==> src/rtl/shift_pkg.sv <==
// Shared definitions for the shift unit: operation codes and FSM states.
// Rotate operations (SHIFT_OP_ROR / SHIFT_OP_ROL) are only implemented when
// the build defines SHIFT_UNIT_ROTATE_EN; otherwise they act as reserved codes.
package shift_pkg;

   // Operation codes carried on in_op; values 101..111 are reserved.
   typedef enum logic [2:0] {
      SHIFT_OP_LSL = 3'b000,
      SHIFT_OP_LSR = 3'b001,
      SHIFT_OP_ASR = 3'b010,
      SHIFT_OP_ROR = 3'b011,
      SHIFT_OP_ROL = 3'b100
   } shift_op_e;

   // Control FSM states.
   typedef enum logic [1:0] {
      ST_IDLE = 2'b00,
      ST_BUSY = 2'b01,
      ST_DONE = 2'b10
   } shift_state_e;

   // True when the op code selects an implemented operation in this build.
   function automatic logic op_is_active(input logic [2:0] op);
      logic active;
      case (op)
         SHIFT_OP_LSL: active = 1'b1;
         SHIFT_OP_LSR: active = 1'b1;
         SHIFT_OP_ASR: active = 1'b1;
`ifdef SHIFT_UNIT_ROTATE_EN
         SHIFT_OP_ROR: active = 1'b1;
         SHIFT_OP_ROL: active = 1'b1;
`endif
         default:      active = 1'b0;
      endcase
      return active;
   endfunction

endpackage

==> src/rtl/shift_stage.sv <==
// One barrel stage: shifts or rotates the operand by the fixed distance DIST
// when enabled, otherwise passes it through. Purely combinational.
// Rotate paths exist only when SHIFT_UNIT_ROTATE_EN is defined.
module shift_stage
   import shift_pkg::*;
#(
   parameter int WIDTH = 16,
   parameter int DIST  = 1
) (
   input  logic [WIDTH-1:0] data_i,
   input  logic [2:0]       op_i,
   input  logic             fill_i,
   input  logic             en_i,
   output logic [WIDTH-1:0] data_o
);

   // Select the shifted/rotated form of the operand for this stage distance.
   always_comb begin
      data_o = data_i;
      if (en_i && op_is_active(op_i)) begin
         case (op_i)
            SHIFT_OP_LSL: data_o = {data_i[WIDTH-DIST-1:0], {DIST{1'b0}}};
            SHIFT_OP_LSR: data_o = {{DIST{1'b0}}, data_i[WIDTH-1:DIST]};
            SHIFT_OP_ASR: data_o = {{DIST{fill_i}}, data_i[WIDTH-1:DIST]};
`ifdef SHIFT_UNIT_ROTATE_EN
            SHIFT_OP_ROR: data_o = {data_i[DIST-1:0], data_i[WIDTH-1:DIST]};
            SHIFT_OP_ROL: data_o = {data_i[WIDTH-DIST-1:0], data_i[WIDTH-1:WIDTH-DIST]};
`endif
            default:      data_o = data_i;
         endcase
      end else begin
         data_o = data_i;
      end
   end

endmodule

==> src/rtl/shift_unit.sv <==
// Multi-cycle barrel shifter with valid/ready handshakes. A request is
// captured in IDLE, one barrel stage (distance 2^k) is applied per cycle in
// BUSY, and the result is held in DONE until the consumer takes it.
// Latency is always AW cycles from accept to out_valid, whatever the amount.
// Build option: SHIFT_UNIT_ROTATE_EN enables ROR/ROL; without it those codes
// are pass-through like the other reserved codes.
module shift_unit
   import shift_pkg::*;
#(
   parameter int WIDTH = 16
) (
   input  logic                       clk,
   input  logic                       rst,
   input  logic                       in_valid,
   output logic                       in_ready,
   input  logic [WIDTH-1:0]           in_data,
   input  logic [$clog2(WIDTH)-1:0]   in_amount,
   input  logic [2:0]                 in_op,
   output logic                       out_valid,
   input  logic                       out_ready,
   output logic [WIDTH-1:0]           out_data,
   output logic                       out_carry,
   output logic                       out_zero,
   output logic                       out_neg
);

   localparam int AW = $clog2(WIDTH);
   // Stage counter only needs to count 0..AW-1.
   localparam int SW = (AW > 1) ? $clog2(AW) : 1;
   localparam logic [SW-1:0] LAST_STAGE = SW'(AW - 1);

   shift_state_e       state_q,     state_d;
   logic [SW-1:0]      stage_q,     stage_d;
   logic [WIDTH-1:0]   work_q,      work_d;
   logic [AW-1:0]      amount_q,    amount_d;
   logic [2:0]         op_q,        op_d;
   logic               fill_q,      fill_d;
   logic               carry_q,     carry_d;
   logic [WIDTH-1:0]   out_data_q,  out_data_d;
   logic               out_carry_q, out_carry_d;

   logic [WIDTH-1:0]   stage_out_s [AW];
   logic [WIDTH-1:0]   stage_sel_s;
   logic [AW-1:0]      lsl_idx_s;
   logic [AW-1:0]      rsh_idx_s;
   logic               accept_carry_s;

   // All barrel stages see the working operand; each is enabled by its own
   // amount bit, and the stage counter picks which one lands this cycle.
   for (genvar k = 0; k < AW; k++) begin : g_stage
      shift_stage #(
         .WIDTH (WIDTH),
         .DIST  (1 << k)
      ) u_stage (
         .data_i (work_q),
         .op_i   (op_q),
         .fill_i (fill_q),
         .en_i   (amount_q[k]),
         .data_o (stage_out_s[k])
      );
   end

   // Route the output of the stage addressed by the stage counter.
   always_comb begin
      stage_sel_s = work_q;
      for (int k = 0; k < AW; k++) begin
         stage_sel_s = (stage_q == SW'(k)) ? stage_out_s[k] : stage_sel_s;
      end
   end

   // Carry is fully determined by the request, so it is resolved at accept.
   // WIDTH-amount wraps naturally in AW bits because amount is never 0 here.
   always_comb begin
      lsl_idx_s      = {AW{1'b0}} - in_amount;
      rsh_idx_s      = in_amount - {{(AW-1){1'b0}}, 1'b1};
      accept_carry_s = 1'b0;
      if (in_amount == {AW{1'b0}}) begin
         accept_carry_s = 1'b0;
      end else begin
         case (in_op)
            SHIFT_OP_LSL: accept_carry_s = in_data[lsl_idx_s];
            SHIFT_OP_LSR: accept_carry_s = in_data[rsh_idx_s];
            SHIFT_OP_ASR: accept_carry_s = in_data[rsh_idx_s];
`ifdef SHIFT_UNIT_ROTATE_EN
            SHIFT_OP_ROR: accept_carry_s = in_data[rsh_idx_s];
            SHIFT_OP_ROL: accept_carry_s = in_data[lsl_idx_s];
`endif
            default:      accept_carry_s = 1'b0;
         endcase
      end
   end

   // Next-state and datapath update for the IDLE/BUSY/DONE sequence.
   always_comb begin
      state_d     = state_q;
      stage_d     = stage_q;
      work_d      = work_q;
      amount_d    = amount_q;
      op_d        = op_q;
      fill_d      = fill_q;
      carry_d     = carry_q;
      out_data_d  = out_data_q;
      out_carry_d = out_carry_q;
      case (state_q)
         ST_IDLE: begin
            if (in_valid) begin
               work_d   = in_data;
               amount_d = in_amount;
               op_d     = in_op;
               fill_d   = in_data[WIDTH-1];
               carry_d  = accept_carry_s;
               stage_d  = {SW{1'b0}};
               state_d  = ST_BUSY;
            end else begin
               state_d  = ST_IDLE;
            end
         end
         ST_BUSY: begin
            work_d = stage_sel_s;
            if (stage_q == LAST_STAGE) begin
               out_data_d  = stage_sel_s;
               out_carry_d = carry_q;
               stage_d     = {SW{1'b0}};
               state_d     = ST_DONE;
            end else begin
               stage_d     = stage_q + SW'(1);
               state_d     = ST_BUSY;
            end
         end
         ST_DONE: begin
            if (out_ready) begin
               state_d = ST_IDLE;
            end else begin
               state_d = ST_DONE;
            end
         end
         default: begin
            state_d = ST_IDLE;
            stage_d = {SW{1'b0}};
         end
      endcase
   end

   // State and datapath registers; reset aborts any operation in flight.
   always_ff @(posedge clk or negedge rst) begin
      if (!rst) begin
         state_q     <= ST_IDLE;
         stage_q     <= {SW{1'b0}};
         work_q      <= {WIDTH{1'b0}};
         amount_q    <= {AW{1'b0}};
         op_q        <= 3'b000;
         fill_q      <= 1'b0;
         carry_q     <= 1'b0;
         out_data_q  <= {WIDTH{1'b0}};
         out_carry_q <= 1'b0;
      end else begin
         state_q     <= state_d;
         stage_q     <= stage_d;
         work_q      <= work_d;
         amount_q    <= amount_d;
         op_q        <= op_d;
         fill_q      <= fill_d;
         carry_q     <= carry_d;
         out_data_q  <= out_data_d;
         out_carry_q <= out_carry_d;
      end
   end

   // Handshake and flags are decoded straight from registered state/result.
   assign in_ready  = (state_q == ST_IDLE);
   assign out_valid = (state_q == ST_DONE);
   assign out_data  = out_data_q;
   assign out_carry = out_carry_q;
   assign out_zero  = (out_data_q == {WIDTH{1'b0}});
   assign out_neg   = out_data_q[WIDTH-1];

endmodule

==> config.mk <==
export PLATFORM = sky130hd
export DESIGN_NAME = shift_unit
export DESIGN_NICKNAME = d
export VERILOG_FILES = /design/src/rtl/shift_pkg.sv /design/src/rtl/shift_stage.sv /design/src/rtl/shift_unit.sv
export SDC_FILE = /design/constraint.sdc
export NUM_CORES = 1
export LEC_CHECK = 0
export BUFFER_PORTS_ARGS = -buffer_cell sky130_fd_sc_hd__buf_2
export CORE_MARGIN = 2
export CORE_UTILIZATION = 37
export DETAILED_ROUTE_END_ITERATION = 6
export SYNTH_ARGS = -nofsm -noshare
export SYNTH_HDL_FRONTEND = slang
export SYNTH_SLANG_ARGS = --single-unit
==> constraint.sdc <==
create_clock -name clk -period 4.96 [get_ports clk]
set_clock_uncertainty 0.1 [all_clocks]
set_input_delay 0.248 -clock clk [delete_from_list [all_inputs] [get_ports clk]]
set_output_delay 0.248 -clock clk [all_outputs]
set_load 0.01 [all_outputs]
==> metrics.md <==
| Metric | Value |
|---|---|
| Status | finished clean |
| RSZ-0062 raised after global routing | no |
| Gr ovfl total | 0 |
| Peak supply drop | 246 uV |
| DR vias/cell | 6.91 |
| Synth area leader | dfrtp_1 |
| Slew @ Worst Pin | 1240 ps |
| WL final | 17.8 mm |
| Fmax | 0.309 GHz |
| Clk_lat worst skew | 290 ps |
| Tcrit/Tclk final | 65.2% |
| Register area | 0.00115 mm^2 |
| Startpoint Class | flip-flop |
| Hold_buf cts | 1 |
| Post-Syn Nets | 622 |
| CTS buffer count | 5 |
| PD cells | 735 mW/mm^2 |
| Core area | 0.0121 mm^2 |
| Endpoints failing setup | 0 |
| Switching share of power | 56.3% |
| Number of global-route vias before repair | 4678 |
| Post-placement cell area | 0.00483 mm^2 |
| Clock buffer depth | 2 |
| H-tree depth | 2 |
| Switching Power | 2.06 mW |
| Dominant synthesized flop cell | dfrtp_1 |
| Synth cell types | 67 |
| Synth async-reset ratio | 100% |
| CTS clk-pin slew, worst paths | 70 ps |
| Drt pass-1 iters | 7 |
| Critical Path RT | 5000 ps |
| Synth top area share | 25.0% |
| Ant. Diodes | 0 |
| Synth Warn # | 0 |
| Worst Path Class, Setup | flip-flop to flip-flop |
| Port Buf Inserts | 47 |
| I/O pin total | 48 |
| Final nets | 622 |
| Synth Register Bits | 46 |
| Post-route antenna net violation count | 0 |
| Initial antenna violation count | 0 |
| Setup Fix Bufs, Post-CTS | 0 |
| Max-slew violations | 0 |
| Slew margin rel. | 17.2% |
| First-pass GRT wire length | 27.4 mm |
| P_int | 1.60 mW |
| Mean Syn Cell Area | 7.83 um^2 |
| Synth area leaders | dfrtp_1, o21ai_0, mux2_2, a21oi_1, nand2_1 |
| Die height | 116 um |
| CTS tree | built |
| Pin count of the biggest net entering global routing | 47 |
| DR WL/cell | 23.5 um |
| Register area share after synthesis | 25.0% |
| Post-Place Setup Slack | 1850 ps |
| Number of enable flip-flop cells after synthesis | 0 |
| Setup TNS | 0 ps |
| Max-cap viol count | 0 |
| Share of cells above drive strength 1 | 14.9% |
| Clock sinks | 46 |
| Root buffer cell | clkbuf_16 |
| Final min period | 3240 ps |
| Post-cts sizing count | 0 |
| Final hold viol count | 0 |
| Hold Path Depth | 2 |
| 1st-iter DRT viols | 1044 |
| Comb pwr share | 61.9% |
| Final Cell Area | 0.00498 mm^2 |
| Post-route DRC | 0 |
| Area grow syn2layout | 8.09% |
| Dpl hpwl | 12.6 mm |
| Reg power frac | 28.9% |
| Total GRT Usage | 26.5% |
| Final WS setup | 1720 ps |
| Class of the worst hold path | input pin to flip-flop |
| Final hold slack | 81.1 ps |
| Post-Syn Area | 0.00461 mm^2 |
| Chip width | 116 um |
| Worst Reg-to-Reg Cells | 6 |
| Critical Path Fanout Max | 45 |
| Core Rows | 40 |
| Placer Congestion | 1.03 |
| Leakage dissipation | 1.96 nW |
| Worst EP arrival | 3280 ps |
| Fill cells | 1257 |
| Via count | 5235 |
| Area of the multi-input gates | 0.00315 mm^2 |
| CP endpoint kind | flip-flop |
| Cells after Synth | 589 |
| Initial core utilization | 38.2% |
| Clock share of power | 9.3% |
| Die Area | 0.0134 mm^2 |
## final cells by class
cell class                 instances  area share, %
clock buffer                       6           2.59
clock inverter                     2          0.276
inverter                          15           1.13
multi-input combinational        469           63.1
sequential                        46           23.1
tap                              168           4.22
timing repair buffer              52           5.52
## synthesized netlist by cell type, drive strengths merged, types with 8 or more instances
cell type	count
o21ai	52
nand2	49
dfrtp	46
a21oi	41
clkbuf	41
nor2	34
nor2b	28
mux2	19
buf	18
a211oi	14
a21o	14
inv	14
nand2b	13
and2	12
o211ai	12
a31oi	11
nor3	11
a2111oi	10
o31ai	9
o221ai	8
## power groups by stage
stage	Clock (mW)	Sequential, mW	Combinational, mW
floorplan	0	0.705	1.79
global placement	0	1.02	2.19
detailed placement	0	1.03	2.18
CTS	0.343	1.02	2.19
global route	0.359	1.07	2.44
finish	0.339	1.06	2.27
## metrics by stage
step | utilization [%] | std cells | total power [mW]
6_report | 41.3 | 758 | 3.66
5_1_grt | 41.3 | 758 | 3.87
4_1_cts | 41.3 | 758 | 3.55
3_5_place_dp | 40.0 | 749 | 3.20
3_3_place_gp | 40.0 | 749 | 3.21
2_1_floorplan | - | 589 | 2.50
## registers in the layout (all words and copies together), names as in the netlist
| name | count |
|---|---|
| out_data | 16 |
| work_q | 16 |
| fill_q | 1 |
| amount_q | 4 |
| stage_q | 2 |
| state_q | 2 |
| op_q | 3 |
| out_carry | 1 |
| carry_q | 1 |
## final timing paths
kind                            slack (ps)      start         end
max in group asynchronous             3800        rst     op_q[0]
min in group asynchronous              490        rst     carry_q
worst min-delay path                    80  out_ready  state_q[1]
worst max-delay path                  1720    op_q[0]  work_q[10]
worst max register to register        1720    op_q[0]  work_q[10]
worst min register to register         380  out_carry   out_carry
## placed cells by master, fill, tap and decap left out, types with 4 or more instances in the layout
cell	instances
o21ai_0	52
nand2_1	49
buf_2	47
dfrtp_1	45
a21oi_1	41
nor2_1	34
nor2b_1	28
mux2_2	19
inv_1	14
a21o_1	14
a211oi_1	14
nand2b_1	13
and2_1	12
o211ai_1	12
nor3_1	11
a31oi_1	11
a2111oi_0	10
o31ai_1	9
o221ai_1	8
nor4_1	7
a221oi_1	7
nand3_1	7
a22oi_1	7
o2111ai_1	7
o22ai_1	7
nand4_1	6
mux2i_1	6
nor3b_1	6
a2bb2oi_1	6
ha_1	6
clkbuf_16	5
a311oi_1	4
buf_4	4
## critical path, stage by stage (launching register included)
cell and delay (ps):
dfrtp_2 770, buf_4 520, and2_1 550, nor2_1 230, o221a_2 340, a211oi_1 390
o211ai_1 160
## routing by layer
layer	GRT usage, %	share of wire [%]	up-vias
li1	-	-	2257
met1	37.6	41	2478
met2	40.8	43	413
met3	4.86	11	87
met4	8.97	4.4	0
met5	0	0	-
## kinds of logic after synthesis
logic type / after synthesis / synth area share [%]
adders and majority gates: 6 / 1.63
xor gates and xnor gates: 6 / 1.30
AOI/OAI and AO/OA: 239 / 35.6
DFF: 46 / 25.0
buffers and inverters: 74 / 6.79
muxes: 29 / 8.14
and+or+nand+nor: 189 / 21.6
Power figures use the tool's default switching activity.
